`src/rtl/matrix_bank.sv`:
```
// matrix_bank: SLOTS-deep bank of ROWS x COLS matrices with LOAD, COPY and
// multi-cycle row-by-row CLEAR commands behind a valid/ready handshake.
// Ports: CLK, reset (sync, active-high); cmd_valid/cmd_ready/cmd_op/cmd_slot/
//   cmd_src/Min command side; rd_slot -> matrix (1-cycle registered read);
//   slot_valid per-slot loaded flag; busy while a CLEAR sweeps its rows.
// Optional: define MATRIX_BANK_ELEM_WR_EN to add the elem_* single-element
//   write port (elem_we, elem_slot, elem_row, elem_col, elem_data).
module matrix_bank #(
  parameter int ROWS  = 4,
  parameter int COLS  = 4,
  parameter int EW    = 21,
  parameter int SLOTS = 4
) (
  input  logic                              CLK,
  input  logic                              reset,
`ifdef MATRIX_BANK_ELEM_WR_EN
  input  logic                              elem_we,
  input  logic [$clog2(SLOTS)-1:0]          elem_slot,
  input  logic [((ROWS>1)?$clog2(ROWS):1)-1:0] elem_row,
  input  logic [((COLS>1)?$clog2(COLS):1)-1:0] elem_col,
  input  logic [EW-1:0]                     elem_data,
`endif
  input  logic                              cmd_valid,
  output logic                              cmd_ready,
  input  logic [1:0]                        cmd_op,
  input  logic [$clog2(SLOTS)-1:0]          cmd_slot,
  input  logic [$clog2(SLOTS)-1:0]          cmd_src,
  input  logic [ROWS*COLS*EW-1:0]           Min,
  input  logic [$clog2(SLOTS)-1:0]          rd_slot,
  output logic [ROWS*COLS*EW-1:0]           matrix,
  output logic [SLOTS-1:0]                  slot_valid,
  output logic                              busy
);

  localparam int MW = ROWS * COLS * EW;
  localparam int SW = $clog2(SLOTS);
  localparam int RW = (ROWS > 1) ? $clog2(ROWS) : 1;
  localparam int RB = COLS * EW;

  localparam logic [1:0] OP_NOP   = 2'b00;
  localparam logic [1:0] OP_LOAD  = 2'b01;
  localparam logic [1:0] OP_CLEAR = 2'b10;
  localparam logic [1:0] OP_COPY  = 2'b11;

  localparam logic [0:0] S_IDLE = 1'b0;
  localparam logic [0:0] S_CLR  = 1'b1;

  logic [MW-1:0] mem [SLOTS];
  logic [0:0]    state;
  logic [RW-1:0] row_cnt;
  logic [SW-1:0] clr_slot;
  logic          accept;

  assign busy      = (state == S_CLR);
  assign cmd_ready = !busy && !reset;
  assign accept    = cmd_valid && cmd_ready;

`ifdef MATRIX_BANK_ELEM_WR_EN
  logic elem_ok;
  int   elem_idx;

  // Element writes land only while idle and only for in-range coordinates.
  always_comb begin
    elem_idx = int'(elem_row) * COLS + int'(elem_col);
    elem_ok  = elem_we && !busy &&
               (int'(elem_row) < ROWS) && (int'(elem_col) < COLS);
  end
`endif

  always_ff @(posedge CLK) begin
    if (reset) begin
      for (int k = 0; k < SLOTS; k++) begin
        mem[k] <= '0;
      end
      matrix     <= '0;
      slot_valid <= '0;
      state      <= S_IDLE;
      row_cnt    <= '0;
      clr_slot   <= '0;
    end else begin
      // Sampled before this edge's writes: same-cycle writes read old data.
      matrix <= mem[rd_slot];
`ifdef MATRIX_BANK_ELEM_WR_EN
      // Placed ahead of LOAD/COPY so a whole-slot write to the same
      // slot is the later assignment and wins.
      if (elem_ok) begin
        mem[elem_slot][elem_idx*EW +: EW] <= elem_data;
      end
`endif
      unique case (state)
        S_IDLE: begin
          if (accept) begin
            unique case (cmd_op)
              OP_NOP: begin
              end
              OP_LOAD: begin
                mem[cmd_slot]        <= Min;
                slot_valid[cmd_slot] <= 1'b1;
              end
              OP_CLEAR: begin
                slot_valid[cmd_slot] <= 1'b0;
                clr_slot             <= cmd_slot;
                row_cnt              <= '0;
                state                <= S_CLR;
              end
              OP_COPY: begin
                if (cmd_src != cmd_slot) begin
                  mem[cmd_slot]        <= mem[cmd_src];
                  slot_valid[cmd_slot] <= slot_valid[cmd_src];
                end
              end
            endcase
          end
        end
        S_CLR: begin
          mem[clr_slot][int'(row_cnt)*RB +: RB] <= '0;
          if (row_cnt == RW'(ROWS - 1)) begin
            row_cnt <= '0;
            state   <= S_IDLE;
          end else begin
            row_cnt <= row_cnt + RW'(1);
          end
        end
        default: begin
          state <= S_IDLE;
        end
      endcase
    end
  end

endmodule

```
`config.mk`:
```
export PLATFORM = sky130hd
export DESIGN_NAME = matrix_bank
export DESIGN_NICKNAME = d
export VERILOG_FILES = /design/src/rtl/matrix_bank.sv
export SDC_FILE = /design/constraint.sdc
export NUM_CORES = 2
export LEC_CHECK = 0
export BUFFER_PORTS_ARGS = -buffer_cell sky130_fd_sc_hd__buf_2
export CORE_ASPECT_RATIO = 1.25
export CORE_MARGIN = 4
export CORE_UTILIZATION = 60
export DETAILED_ROUTE_END_ITERATION = 10
export PLACE_DENSITY_LB_ADDON = 0.1
export SKIP_CTS_REPAIR_TIMING = 1
export SLEW_MARGIN = 20
export SYNTH_ARGS = -nofsm -noshare
export SYNTH_HDL_FRONTEND = slang
export SYNTH_SLANG_ARGS = --single-unit
export TNS_END_PERCENT = 10
```
`constraint.sdc`:
```
create_clock -name CLK -period 12.3 [get_ports CLK]
set_clock_uncertainty 0.05 [all_clocks]
set_input_delay 0.615 -clock CLK [delete_from_list [all_inputs] [get_ports CLK]]
set_output_delay 0.615 -clock CLK [all_outputs]
set_load 0.03 [all_outputs]
```
==> impl_metrics.tcl <==
set metrics [dict create \
    status "finished clean" \
    ys_async_sr_fraction_pct 0 \
    worst_ep_arrival_time_ns 5.48 \
    layout-drive-gt1-share_pct 28.5 \
    pwr-share-clk_pct 37.6 \
    antenna_found_initial 24 \
    cp.required_ns 12.74 \
    synth.most_common_cell "edfxtp_1" \
    cp-start-kind "flip-flop" \
    cts.sink_count 1689 \
    drtAntennaViolNets 0 \
    fin_util_pct 67.6 \
    p_seq_share_pct 49.6 \
    fmax_mhz 199 \
    clock_latency_ns 0.81 \
    rows 151 \
    tns_ns 0 \
    totalWireLength_um 239000 \
    netlist_top_cells_area "edfxtp_1, mux4_2, dfxtp_1, nor4_1, o211a_1" \
    fp.dieH_um 423 \
    place_congestion 0.792 \
    synth_area_per_cell_um2 14.2 \
    yosys_warnings 0 \
    rr_worst_depth 9 \
    grt_pass1_wl_um 359000 \
    ios 689 \
    endpoint_kind "flip-flop" \
    top_layer "met5" \
    cts_root_buf "clkbuf_16" \
    cts_tree "built" \
    worst_slew_pin_slew_ns 1.19 \
    comb_power_share_pct 12.8 \
    seq_area_frac_synth_pct 57.2 \
    path_class "flip-flop to flip-flop" \
    min_path_type "input port to flip-flop" \
    synth_top_area_cell "edfxtp_1" \
    cts_buffers 166 \
    switching_power_mw 3.45 \
    switching_share_pct 25.7 \
    cts.path.max_buffers 3 \
    place_hpwl_um 128000 \
    synth_top_area_share_pct 48.9 \
    fin_area_um2 92100 \
    dpl-instance-area_um2 86700 \
    h-tree-depth 4 \
    power.leakage_nw 36.8 \
    grt_overflow 0 \
    irDropWorstVdd_uv 145 \
    synth_cell_types 42 \
    maxSlewViolCount 0 \
    vias 55700 \
    clkTransAtPathRegs_ns 0.06 \
    path_max_fanout 70 \
    hp-start "reset" \
    finalHoldViolCount 0 \
    synth_cells 5815 \
    fill_cells 9706 \
    rsz0062_at_grt "no" \
    grt_max_degree 223 \
    wl_per_cell_um 29.6 \
    power_density_nw_per_um2 146 \
    die_x_um 340 \
    drt_iter0_drc 6527 \
    fin_crit_ns 5.03 \
    wl_met2_um 113000 \
    drt-met1-wl_um 86600 \
    grt_pass1_vias 57400 \
    syn_nets 6166 \
    wl_met3_um 27900 \
    netlist_area_um2 82600 \
    slew_headroom_pct 20.9 \
    min_period_over_period_pct 40.9 \
    max_cap_violations 0 \
    r2r_start "row_cnt[0]" \
    regToRegEndpoint "mem[2][43]" \
    ys.flop_type "edfxtp_1" \
    drc 0 \
    hold_path_end "clr_slot[1]" \
    dr.pass1.iters 6 \
    synth_edf_count 1344 \
    synth-seq-cells 1689 \
    nets 6446 \
    area_growth_pct 11.4 \
    internal_power_mw 9.99 \
    setup-violations-final 0 \
    synth_common_cells "edfxtp_1, mux4_2, nor4_1, clkbuf_1, dfxtp_1" \
    track_usage_pct 32.9 \
    portBuffers 688 \
    dieArea_um2 144000 \
    core_um2 136000 \
    initial_utilization_pct 60.6 \
    r2r_setup_slack_ns 7.27 \
    holdPathStages 2 \
    via_per_inst 6.89 \
]
==> cell families after synthesis <==
| group | count (synthesis) | synth area share (%) |
|---|---|---|
| fa+ha+maj | 4 | 0.0606 |
| flops | 1689 | 57.2 |
| compound gates | 707 | 6.51 |
| buf+inv | 1025 | 5.13 |
| xor+xnor | 4 | 0.106 |
| simple gates | 1711 | 12.6 |
| mux | 675 | 18.4 |
==> power by group through the flow <==
stage / Combinational (mW) / Sequential [mW] / Clock [mW]
floorplan: 1.01 / 6.93 / 0
global placement: 1.71 / 6.76 / 0
detailed placement: 1.71 / 6.78 / 0
CTS: 1.72 / 6.66 / 5.10
global route: 1.81 / 6.70 / 5.35
finish: 1.72 / 6.67 / 5.05
==> worst max-delay path, cell delays in order (launching register included) <==
cell and delay (ns):
dfxtp_1 0.39, inv_1 0.10, ha_1 0.25, nor4_1 0.39, nor3_1 0.21, nor2_4 0.48
buf_4 0.82, buf_4 0.87, buf_4 0.88, nor4_1 0.14
==> per-stage QoR <==
| step | total power [mW] | setup WS, ns | hold slack (ns) | cells |
|---|---|---|---|---|
| global route | 13.9 | 6.97 | 0.198 | 8077 |
| floorplan | 7.94 | 3.57 | 0.415 | 5815 |
| global placement | 8.46 | 7.04 | 0.456 | 7763 |
| CTS | 13.5 | 7.35 | 0.147 | 8070 |
| finish | 13.4 | 7.27 | 0.227 | 8087 |
| detailed placement | 8.49 | 7.03 | 0.457 | 7763 |
==> routing by layer <==
metal  track usage (%)  up-vias
met2              51.0     3605
met4              15.2        6
li1                  -    23500
met1              44.8    28100
met5                 0        -
met3              7.62      469
==> layout by cell type, fill, tap and decap left out, types with 77 or more instances in the layout <==
master     Yosys  final
and2_1       336    336
buf_2        156    683
buf_4         37     93
clkbuf_16      0    173
dfxtp_1      345    345
edfxtp_1    1344   1344
inv_1        341    341
mux4_2       673    673
nor2b_1      336    336
nor3_1       343    339
nor4_1       657    657
o211a_1      336    336
o21ai_0      255    251
o21ai_1       77     77
==> flip-flops by register name (all words and copies together), names as in the netlist <==
signal and cells:
row_cnt 2, clr_slot 2, slot_valid 4, busy 1, mem 1344, matrix 336
==> how the worst max path moves through the flow <==
| stage | from | end | slack (ns) | cells after the start |
|---|---|---|---|---|
| after floorplan | reset | mem[1][100] | 3.57 | 7 |
| after global placement | cmd_src[0] | mem[2][324] | 7.04 | 8 |
| after detailed placement | cmd_src[0] | mem[2][47] | 7.03 | 8 |
| after CTS | row_cnt[0] | mem[2][47] | 7.35 | 9 |
| after global routing | row_cnt[0] | mem[2][76] | 6.97 | 9 |
| final | row_cnt[0] | mem[2][43] | 7.27 | 9 |
==> cell type report <==
class                      count  area [um2]  share of cell area (%)
timing repair buffer         795        4460                    4.85
tap                         1836        2300                    2.50
antenna                       17        42.5                  0.0462
inverter                     342        1290                    1.40
clock inverter                75         628                   0.682
sequential                  1689       47300                    51.3
clock buffer                 232        4710                    5.12
multi-input combinational   3101       31400                    34.1
Power figures use the tool's default switching activity.
